--- config.mk ---
export PLATFORM = sky130hd
export DESIGN_NAME = eic_ack_ctrl
export DESIGN_NICKNAME = d
export VERILOG_FILES = /design/src/rtl/eic_ack_ctrl.sv
export SDC_FILE = /design/constraint.sdc
export NUM_CORES = 1
export LEC_CHECK = 0
export BUFFER_PORTS_ARGS = -buffer_cell sky130_fd_sc_hd__buf_4
export CORE_ASPECT_RATIO = 0.8
export CORE_UTILIZATION = 50
export CTS_CLUSTER_SIZE = 8
export DETAILED_ROUTE_END_ITERATION = 8
export GPL_TIMING_DRIVEN = 0
export PLACE_DENSITY = 0.83
export SYNTH_ARGS = -nofsm -noshare
export SYNTH_HDL_FRONTEND = slang
export SYNTH_SLANG_ARGS = --single-unit
--- constraint.sdc ---
create_clock -name CLK -period 6.3 [get_ports CLK]
set_clock_uncertainty 0.2 [all_clocks]
set_input_delay 0.63 -clock CLK [delete_from_list [all_inputs] [get_ports CLK]]
set_output_delay 0.63 -clock CLK [all_outputs]
set_load 0.02 [all_outputs]
--- src/rtl/eic_ack_ctrl.sv ---
// eic_ack_ctrl
// Processor-facing end of the EIC request path. It latches the encoded
// request level and vector from the priority logic and presents them to the
// core as a stable RIPL. When the core acknowledges, it issues a one-cycle
// forced-clear strobe back into the matching channel. After that it holds off
// for one cycle so the channel flag and the encoder can settle.
// A higher level arriving while a level is presented pre-empts the current
// presentation. If no acknowledge arrives within ACK_TIMEOUT presented
// cycles, the presentation is dropped, a timeout is flagged, and the request
// itself is left in place.

module eic_ack_ctrl #(
  parameter int EIC_TOTAL_CHANNELS = 64,   // channels behind requestWR/requestIn (1..255)
  parameter int ACK_TIMEOUT        = 255,  // presented cycles without SI_IAck before drop (>=1)
  parameter int CNT_W              = 8     // timeout counter width, must hold ACK_TIMEOUT
) (
  input  logic                          CLK,
  input  logic                          RESET,
  input  logic [7:0]                    EIC_Interrupt,
  input  logic [5:0]                    EIC_Vector,
  input  logic [7:0]                    SI_IPL,
  input  logic                          SI_IAck,
  output logic [7:0]                    CPU_RIPL,
  output logic [5:0]                    CPU_Vector,
  output logic [EIC_TOTAL_CHANNELS-1:0] requestWR,
  output logic [EIC_TOTAL_CHANNELS-1:0] requestIn,
  output logic                          busy,
  output logic                          timeout
);

  // Controller states. IDLE is the only state in which busy is low.
  typedef enum logic [1:0] {
    S_IDLE    = 2'd0,
    S_PRESENT = 2'd1,
    S_CLEAR   = 2'd2,
    S_HOLDOFF = 2'd3
  } state_t;

  // Counter value that is seen on the last allowed presented cycle.
  localparam logic [CNT_W-1:0] CNT_LAST = CNT_W'(ACK_TIMEOUT - 1);
  localparam logic [CNT_W-1:0] CNT_ONE  = CNT_W'(1);

  // Map a 1-based encoded level onto a one-hot channel strobe. Level n
  // selects channel n-1. Levels that point beyond the last channel, and
  // level 0, produce no strobe at all.
  function automatic logic [EIC_TOTAL_CHANNELS-1:0] level_to_strobe(input logic [7:0] lvl);
    logic [EIC_TOTAL_CHANNELS-1:0] s;
    s = '0;
    for (int i = 0; i < EIC_TOTAL_CHANNELS; i++) begin
      if (lvl == 8'(i + 1)) begin
        s[i] = 1'b1;
      end else begin
        s[i] = 1'b0;
      end
    end
    return s;
  endfunction

  state_t                        state_q;
  logic [7:0]                    ripl_q;
  logic [5:0]                    vec_q;
  logic [EIC_TOTAL_CHANNELS-1:0] wr_q;
  logic                          busy_q;
  logic                          timeout_q;
  logic [CNT_W-1:0]              cnt_q;

  logic [EIC_TOTAL_CHANNELS-1:0] strobe_d;
  logic                          req_valid_d;
  logic                          req_above_ipl_d;
  logic                          req_above_ripl_d;

  // Decode the request conditions and the clear strobe for the presented level.
  always_comb begin
    strobe_d         = level_to_strobe(ripl_q);
    req_valid_d      = (EIC_Interrupt != 8'd0);
    req_above_ipl_d  = req_valid_d && (EIC_Interrupt > SI_IPL);
    req_above_ripl_d = (EIC_Interrupt > ripl_q);
  end

  // Presentation FSM with registered outputs. The strobe and the timeout are
  // both single-cycle pulses, so they default to zero on every clock edge.
  always_ff @(posedge CLK) begin
    if (RESET) begin
      state_q   <= S_IDLE;
      ripl_q    <= 8'd0;
      vec_q     <= 6'd0;
      wr_q      <= '0;
      busy_q    <= 1'b0;
      timeout_q <= 1'b0;
      cnt_q     <= '0;
    end else begin
      wr_q      <= '0;
      timeout_q <= 1'b0;
      case (state_q)
        S_IDLE: begin
          if (req_above_ipl_d) begin
            ripl_q  <= EIC_Interrupt;
            vec_q   <= EIC_Vector;
            cnt_q   <= '0;
            busy_q  <= 1'b1;
            state_q <= S_PRESENT;
          end else begin
            busy_q  <= 1'b0;
            state_q <= S_IDLE;
          end
        end

        S_PRESENT: begin
          if (SI_IAck) begin
            // The acknowledge wins over a same-cycle higher level. The
            // level the core took is the one that gets cleared.
            wr_q    <= strobe_d;
            busy_q  <= 1'b1;
            state_q <= S_CLEAR;
          end else if (!req_valid_d) begin
            // The request was withdrawn, so stop presenting it.
            ripl_q  <= 8'd0;
            vec_q   <= 6'd0;
            cnt_q   <= '0;
            busy_q  <= 1'b0;
            state_q <= S_IDLE;
          end else if (req_above_ripl_d) begin
            // Pre-emption by a higher level restarts the acknowledge window.
            ripl_q  <= EIC_Interrupt;
            vec_q   <= EIC_Vector;
            cnt_q   <= '0;
            busy_q  <= 1'b1;
            state_q <= S_PRESENT;
          end else if (cnt_q == CNT_LAST) begin
            // Lost acknowledge: drop the presentation but leave the channel
            // flag untouched, so the request re-presents from IDLE.
            timeout_q <= 1'b1;
            ripl_q    <= 8'd0;
            vec_q     <= 6'd0;
            cnt_q     <= '0;
            busy_q    <= 1'b0;
            state_q   <= S_IDLE;
          end else begin
            cnt_q   <= cnt_q + CNT_ONE;
            busy_q  <= 1'b1;
            state_q <= S_PRESENT;
          end
        end

        S_CLEAR: begin
          ripl_q  <= 8'd0;
          vec_q   <= 6'd0;
          busy_q  <= 1'b1;
          state_q <= S_HOLDOFF;
        end

        S_HOLDOFF: begin
          busy_q  <= 1'b0;
          state_q <= S_IDLE;
        end

        default: begin
          ripl_q  <= 8'd0;
          vec_q   <= 6'd0;
          cnt_q   <= '0;
          busy_q  <= 1'b0;
          state_q <= S_IDLE;
        end
      endcase
    end
  end

  assign CPU_RIPL   = ripl_q;
  assign CPU_Vector = vec_q;
  assign requestWR  = wr_q;
  assign requestIn  = '0;
  assign busy       = busy_q;
  assign timeout    = timeout_q;

endmodule

# After elaboration in Yosys (flattened, before gate mapping)
# Index checks and enable logic that the tools add are counted.
# totals
regBits,90
out_inout_bits,144
# op_classes
n_bitwise,3
n_lt_le_gt_ge,2
n_eq_ne,71
n_reduce_logical,9
n_mux,95
n_addsub,1
# op_table
cell,count
8-bit by 6-bit == test with 1-bit output (second input constant),32
8-bit by 5-bit == test with 1-bit output (second input constant),16
8-bit two-way mux,10
1-bit two-way mux,74
8-bit by 4-bit == test with 1-bit output (second input constant),8
8-bit by 3-bit == test with 1-bit output (second input constant),4
6-bit two-way mux,5
8-bit one-hot mux with 3 select lines,1
6-bit one-hot mux with 3 select lines,1
8-bit by 2-bit == test with 1-bit output (second input constant),2
8-bit > comparator,2
8-bit one-hot mux with 2 select lines,1
8-bit by 1-bit adder with 8-bit output (second input constant),1
8-bit by 1-bit == test with 1-bit output (second input constant),1
8-bit by 7-bit == test with 1-bit output (second input constant),1
8-bit == test (second input constant),1
2-bit one-hot mux with 4 select lines,1
8-bit nonzero test,1
5-bit OR reduction,1
2-bit == test (second input constant),2
2-bit inequality test (second input constant),2
4-bit inequality test (second input constant),1
1-bit one-hot mux with 4 select lines,1
4-bit AND reduction,1
other kinds (9),11

# Logic depth before layout (Yosys ltp)
# Gate-level depths: netlist of run 1.
# logic_depth
word_depth,6
mapped_depth,10
depth_no_buf,8

# Worst setup path after synthesis of run 1
# No wires, ideal clock.
# synth_timing
kind,register to register
start,reg ripl_q[1] (netlist: CPU_RIPL[1])
end,reg ripl_q[2] (netlist: CPU_RIPL[2])
t_required_ns,6.028
path_buffers,2
path_stages_with_launch,11
setup_ns,0.072
slack_ns,3.817
arrival_ns,2.211
path_cell_list,dfxtp_1 > clkbuf_1 > inv_1 > ha_1 > nor2b_1 > o211ai_1 > a211o_1 > nand2_1 > clkbuf_1 > a31oi_1 > mux2i_1
# synth_via
elab_chain_len,5
word_cells_on_any_way,7
classes_between,1 x order compare; 1 x eq/ne; 4 x mux; 1 x reduce/logical
# synth_rtl
item,line,text
from (decl),60,logic [7:0] ripl_q;
from (signal assigned),97,ripl_q <= EIC_Interrupt;
from (signal assigned),124,ripl_q <= EIC_Interrupt;
8-bit > comparator *,77,req_above_ripl_d = (EIC_Interrupt > ripl_q);
8-bit two-way mux,122,end else if (req_above_ripl_d) begin
8-bit two-way mux,115,end else if (!req_valid_d) begin
8-bit two-way mux,109,if (SI_IAck) begin
8-bit one-hot mux with 3 select lines,94,case (state_q)
# Every way passes the cells marked *; elsewhere a longest branch is shown, timed or not. The select of a mux whose other input is x is not followed.
# A chain may end at the register's enable or synchronous reset.

# Worst setup path after layout of run 1
# layout_timing
start,reg ripl_q[1] (netlist: CPU_RIPL[1])
end,reg cnt_q[5]
# layout_via
elab_chain_len,5
# layout_rtl
item,line,text
8-bit > comparator,77,
8-bit two-way mux,122,
8-bit two-way mux,115,
8-bit two-way mux,109,
8-bit one-hot mux with 2 select lines,94,
to (signal assigned),139,cnt_q <= cnt_q + CNT_ONE;
to (decl),65,logic [CNT_W-1:0] cnt_q;
# Every way passes these cells. The select of a mux whose other input is x is not followed.

==> metrics.md, run 1 <==
| Metric | Value |
|---|---|
| Outcome | completed |
| CTS sink cnt | 90 |
| Tcrit/Tclk final | 45.7% |
| Max_cap viols | 0 |
| CTS Buf Count | 9 |
| Antenna cell count | 0 |
| Pint | 942 uW |
| Die area | 0.00841 mm2 |
| Worst slew pin tran | 0.729 ns |
| Tot GR Track Use | 23.5% |
| Seq cells post-synth | 90 |
| NetSw | 417 uW |
| Crit path from | CPU_RIPL[1] |
| Initial antenna violation count | 0 |
| CTS tree | yes |
| Largest net degree at the start of global routing | 17 |
| Final estimated routing congestion in global placement | 0.825 |
| PortBufs | 104 |
| Layout cells sized above 1 | 30.7% |
| Number of global-route vias before repair | 3,379 |
| Most common library cells after synthesis | dfxtp_1, nor2_1, buf_4 |
| Drt total wl | 9890 um |
| Power per cell area | 251 mW/mm2 |
| Hold Path Origin | CPU_Vector[0] |
| Post-CTS setup buffer count | 0 |
| First-pass GRT wire length | 15,200 um |
| IR drop worst, VDD | 0.164 mV |
| Reg power frac | 44.1% |
| Vias/cell | 4.85 |
| Routed Antenna Nets | 0 |
| Switch share | 30.7% |
| Initial DRC Count | 141 |
| Placed Area | 0.00517 mm2 |
| Post-cts sizing count | 0 |
| Worst Slack Setup Final | 3.42 ns |
| Post-synth EDFFs | 0 |
| R2R Path Start | CPU_RIPL[1] |
| TritonRoute pass-1 iters | 5 |
| Worst-path cell chain | clkbuf_1 -> inv_1 -> ha_1 -> nand4_1 -> o21ai_0 -> and4_1 -> nand3_1 -> o31ai_1 |
| Clock Tree Root | clkbuf_8 |
| Clock power frac | 33.2% |
| Setup-failing EPs final | 0 |
| Worst EP required | 6.36 ns |
| Post-route cell area | 0.00541 mm2 |
| HPWL Detailed | 7610 um |
| Critical Path End Type | flop |
| Ys flop type | dfxtp_1 |
| Crit path DAT | 2.94 ns |
| Max FO, Critical Path | 8 |
| Clock Path Buffers | 2 |
| Asr flop ratio synth | 0% |
| DRC errors left | 0 |
| Yosys cell types | 42 |
| Row Count | 28 |
| Leak pwr | 0.00258 uW |
| Overflow after GRT | 0 |
| Synthesis Warnings | 0 |
| Slew HR | 50.9% |
| Final nets | 672 |
| DP Worst Slack | 3.34 ns |
| Core area | 0.00760 mm2 |
| RSZ-0062 raised after global routing | false |
| Dominant cells by area after synthesis | dfxtp_1, buf_4, nor2_1, ha_1, nand2_1 |
| Final Slew Violations | 0 |
| Max frequency | 347 MHz |
| Synth Instances | 448 |
| Die height | 82.2 um |
| Core Util, Final | 71.1% |
| Worst skew pair latency | 0.36 ns |
| Final hold vios | 0 |
| Crit path kind | flop to flop |
| Worst reg-to-reg setup slack | 3.42 ns |
| Most common cell in the netlist | dfxtp_1 |
| Post-synthesis sequential area ratio | 44.8% |
| IO Count | 169 |
| Setup TNS | 0 ns |
| Crit path time final | 2.88 ns |
| Synth top area share | 44.8% |
| DR WL/cell | 13.4 um |
| Cell area after synthesis | 0.00402 mm2 |
| Hold bufs inserted after CTS | 0 |
| Startpoint Class | flop |
| Critical-path top delay cell | and4_1 |
| Synthesized area per cell | 8.98 um2 |
| Via count | 3,572 |
| Die W | 102 um |
| Top cell type by total area after synthesis | dfxtp_1 |
| Combinational power share | 22.7% |
| Worst min-delay path class | flop to flop |
| Area growth from synthesis to layout | 34.4% |
| Starting Density | 52.9% |
| Largest stage delay, worst path | 0.40 ns |
| Clock transition at the registers of the reported paths | 0.09 ns |
| # H-tree levels | 3 |
worst paths after layout:
check | endpoint | cells after the start
min reg2reg | CPU_Vector[0] | 2
min | CPU_Vector[0] | 2
max reg2reg | cnt_q[5] | 8
max | cnt_q[5] | 8
cell usage in the layout (no fill, tap or decap), drive strengths merged, types with 3 or more instances in the layout:
master,netlist,final
dfxtp,90,90
nand2,38,38
a31oi,15,15
nor2,75,75
o2bb2ai,4,4
clkbuf,11,21
a21oi,8,8
nor2b,4,4
or4,3,3
nor3b,14,14
o211ai,3,3
nand4,6,6
mux2i,14,14
conb,1,64
and2,3,3
inv,22,24
o31ai,4,4
nor3,3,3
buf,67,171
ha,21,21
o21ai,6,6
nand2b,3,3
a32oi,4,4
nand3,15,15
kinds of logic after synthesis:
kind of cell / Yosys count / share of synthesized area [%]
and+or+nand+nor: 171 / 20.6
buffers and inverters: 100 / 15.7
DFF: 90 / 44.8
AOI/OAI and AO/OA: 50 / 8.46
adders and majority gates: 21 / 6.53
muxes: 15 / 3.86
other: 1 / 0.0932
state kept, by name (all words and copies together) (netlist names), named ones only:
name and cells:
CPU_RIPL 8, CPU_Vector 6, busy 1, cnt_q 8, requestWR 64, state_q 1
timeout 1
worst max-delay path, delay by kind of cell (launching register included):
kind / cells / cell delay, ns
AO/OA/AOI/OAI: 2 / 0.75
adder cells (fa/ha/maj): 1 / 0.32
buffers and inverters: 2 / 0.39
flip-flops: 1 / 0.34
AND/OR/NAND/NOR: 3 / 0.79
final cells by class:
cell class              instances  area (um2)
multi-input cells             321        1830
plain buffers                  78         549
repair buffers                104         781
fillers                       598        2200
clock buffers                  10         138
clock inverters                 6        96.3
inverters                      22        82.6
flip-flops and latches         90        1800
well taps                     105         131
power by group through the flow:
| stage | Clock [uW] | Combinational (uW) | Sequential [uW] |
|---|---|---|---|
| after floorplan | 0 | 203 | 628 |
| after global placement | 0 | 296 | 612 |
| after detailed placement | 0 | 303 | 612 |
| after CTS | 455 | 305 | 599 |
| after global routing | 476 | 335 | 602 |
| final | 451 | 309 | 600 |
stage by stage:
stage / hold slack (ns) / instances / total power (uW)
after global routing: 0.282 / 736 / 1410
final: 0.275 / 736 / 1360
after CTS: 0.266 / 736 / 1360
after detailed placement: 0.255 / 720 / 915
after floorplan: 0.245 / 511 / 831
after global placement: 0.249 / 720 / 907
layer usage:
metal | GRT usage, % | vias to the layer above | part of all wire [%]
li1 | - | 1740 | -
met1 | 27.5 | 1678 | 43
met2 | 42.2 | 140 | 49
met3 | 5.22 | 14 | 6.1
met4 | 9.29 | 0 | 1.7
met5 | 0 | - | 0
No activity file was read; power rests on OpenSTA's default activity.
==> run 2: changes to the inputs <==
- ABC_AREA: not set -> 1
- CORE_UTILIZATION: 50 -> 48
- PLACE_DENSITY: 0.83 -> 0.8
- clock period: 6.3 -> 2.98 ns (I/O delays scaled with it)
==> run 2 against run 1 <==
Net effect:
- synthesized cell count increased by 16%
- highest routed layer unchanged
- register-to-register slack lost 2.7 ns
- final cell count is 10% higher
- final area is 0.62% lower
==> metrics.md, run 2 <==
| Metric | Value |
|---|---|
| Outcome | completed |
| Placed insts | 794 |
| Reg2Reg Capture Point | CPU_Vector[2] |
| Asr flop ratio synth | 0% |
| IO Count | 169 |
| Fillers | 648 |
| Area growth from synthesis to layout | 33.9% |
| First-pass GRT wire length | 15,600 um |
| WHS Path Cells | 4 |
| Total Power | 2790 uW |
| Worst EP required | 3.05 ns |
| Overflow after GRT | 0 |
| Startpoint Class | flop |
| Critical-path top delay cell | dfxtp_1 |
| Tcrit/Tclk final | 76.8% |
| Drt total wl | 9580 um |
| Worst Hold End | timeout |
| Die W | 104 um |
| Number of global-route vias before repair | 3,367 |
| Via count | 3,599 |
| Synthesis Warnings | 0 |
| Initial DRC Count | 131 |
| Max frequency | 437 MHz |
| RSZ-0062 raised after global routing | false |
| Final hold vios | 0 |
| Most common cell in the netlist | nor2_1 |
| Most common library cells after synthesis | nor2_1, nand2_1, dfxtp_1 |
| Clock Path Buffers | 2 |
| Yosys cell types | 25 |
| Most common cell after layout, fill and taps aside | buf_4 |
| Largest net degree at the start of global routing | 19 |
| Setup TNS | 0 ns |
| Max_cap viols | 0 |
| CTS sink cnt | 90 |
| PortBufs | 104 |
| TritonRoute pass-1 iters | 4 |
| CP most frequent cell | nand2_1 |
| Crit path time final | 2.29 ns |
| Largest stage delay, worst path | 0.40 ns |
| Max FO, Critical Path | 10 |
| Layout cells sized above 1 | 27.5% |
| Power per cell area | 520 mW/mm2 |
| Crit path DAT | 2.36 ns |
| Post-cts sizing count | 0 |
| Post-CTS setup buffer count | 0 |
| Reg2reg path depth | 13 |
| CTS Buf Count | 9 |
| Critical Path End Type | flop |
| # H-tree levels | 3 |
| Worst reg-to-reg setup slack | 0.69 ns |
| Worst Slack Setup Final | 0.693 ns |
| DP Worst Slack | 0.739 ns |
| DRC errors left | 0 |
| Cell area after synthesis | 0.00401 mm2 |
| Core Util, Final | 67.0% |
| Slew HR | 60.2% |
| Worst skew pair latency | 0.37 ns |
| Initial antenna violation count | 0 |
| Final estimated routing congestion in global placement | 0.868 |
| Die area | 0.00873 mm2 |
| Core area | 0.00802 mm2 |
| Clock Tree Root | clkbuf_8 |
| Worst min-delay path class | input pin to flop |
| HPWL Detailed | 7530 um |
| Buffers and inverters on the worst path | 2 |
| Final nets | 744 |
| Leak pwr | 0.00282 uW |
| DR WL/cell | 11.8 um |
| Crit path kind | flop to flop |
| Worst-path cell chain | inv_1 -> ha_1 -> a21oi_1 -> nor2_1 -> nor2_1 -> nand2_1 -> nand2_1 -> nand2_4 -> nand3_4 -> buf_6 -> nand2_1 -> nand2_1 -> nor2_1 |
| Starting Density | 50.0% |
| Dominant cells by area after synthesis | dfxtp_1, buf_4, nor2_1, nand2_1, ha_1 |
| Seq cells post-synth | 90 |
| Ys flop type | dfxtp_1 |
| Final Slew Violations | 0 |
| CP top delay family | simple AND/OR/NAND/NOR gates |
| Antenna cell count | 0 |
| Synth Instances | 519 |
| Tot GR Track Use | 22.6% |
| R2R Path Start | CPU_RIPL[5] |
| Row Count | 29 |
| Largest register FFs | 64 |
| Worst slew pin tran | 0.596 ns |
| Post-synthesis sequential area ratio | 44.9% |
| Clock transition at the registers of the reported paths | 0.10 ns |
| Vias/cell | 4.44 |
| Hold Path Origin | SI_IAck |
| Top cell type by total area after synthesis | dfxtp_1 |
| Fin cells | 811 |
| Post-synth EDFFs | 0 |
| Die height | 83.8 um |
| Setup-failing EPs final | 0 |
| Synth top area share | 44.9% |
| Synthesized area per cell | 7.73 um2 |
| Commonest cells after routing, fill and taps aside | buf_4, nor2_1, nand2_1 |
| IR drop worst, VDD | 0.273 mV |
| CTS tree | yes |
| Routed Antenna Nets | 0 |
==> run 2: changes by cell type in the layout (fill, tap and decap cells not counted), sizes merged, moves of 6 or more <==
cell	delta
nor3b	-14
nor2	+52
inv	+29
a31oi	-15
a21boi	+9
mux2i	-14
clkbuf	-6
nand2	+56
a21oi	+7
==> run 2: kinds of logic after synthesis <==
logic type | share of synthesized area (%)
AOI/OAI and AO/OA | 4.71
xor gates and xnor gates | 0.873
adders and majority gates | 6.55
buffers and inverters | 18.1
DFF | 44.9
other | 0.0935
and+or+nand+nor | 24.8
==> run 2: worst max path at each step <==
stage	start	end	slack [ns]	cells past startpoint
final	CPU_RIPL[5]	CPU_Vector[2]	0.69	13
after CTS	CPU_RIPL[5]	CPU_RIPL[1]	0.71	12
after global placement	EIC_Interrupt[7]	cnt_q[2]	0.79	10
after floorplan	CPU_RIPL[5]	CPU_RIPL[2]	0.89	13
after detailed placement	EIC_Interrupt[7]	cnt_q[3]	0.74	10
after global routing	CPU_RIPL[5]	CPU_Vector[2]	0.45	12
==> run 2: final cells by class <==
| cell class | instances | area, um2 | share of cell area [%] |
|---|---|---|---|
| multi-input combinational | 368 | 1720 | 32.0 |
| inverter | 50 | 188 | 3.49 |
| buffer | 74 | 538 | 10.0 |
| sequential | 90 | 1800 | 33.5 |
| clock buffer | 9 | 124 | 2.31 |
| tap | 108 | 135 | 2.52 |
| clock inverter | 7 | 73.8 | 1.37 |
| timing repair buffer | 105 | 791 | 14.7 |
==> run 2: worst register-to-register path: stages (launching register included) <==
cell	delay [ns]
dfxtp_1	0.40
inv_1	0.12
ha_1	0.31
a21oi_1	0.14
nor2_1	0.06
nor2_1	0.13
nand2_1	0.09
nand2_1	0.12
nand2_4	0.12
nand3_4	0.20
buf_6	0.17
nand2_1	0.05
nand2_1	0.06
nor2_1	0.04
==> run 2: what timing repair did <==
action,4_1_cts,5_1_grt
endpoints found under the hold margin,6,0
setup endpoints to repair,0,0
hold buffers,1,0
==> run 2: routing by layer <==
metal | track usage, % | vias up | part of all wire [%]
met1 | 27.4 | 1612 | 43
li1 | - | 1817 | -
met5 | 0 | - | 0
met2 | 39.4 | 157 | 49
met4 | 8.31 | 0 | 1.8
met3 | 5.00 | 13 | 6.2
==> run 2: stage by stage <==
step / area, um2 / hold WS [ns]
finish: 5370 / 0.0329
global route: 5370 / 0.0353
CTS: 5370 / 0.0158
detailed placement: 5160 / 0.301
global placement: 5160 / 0.288
floorplan: 4250 / 0.167
==> run 2: power breakdown <==
part	leakage [uW]	total (uW)	internal, uW	switching (uW)
sequential	0.000729	1290	1250	38.9
combinational	0.00199	693	248	446
clock	0.000101	812	329	483
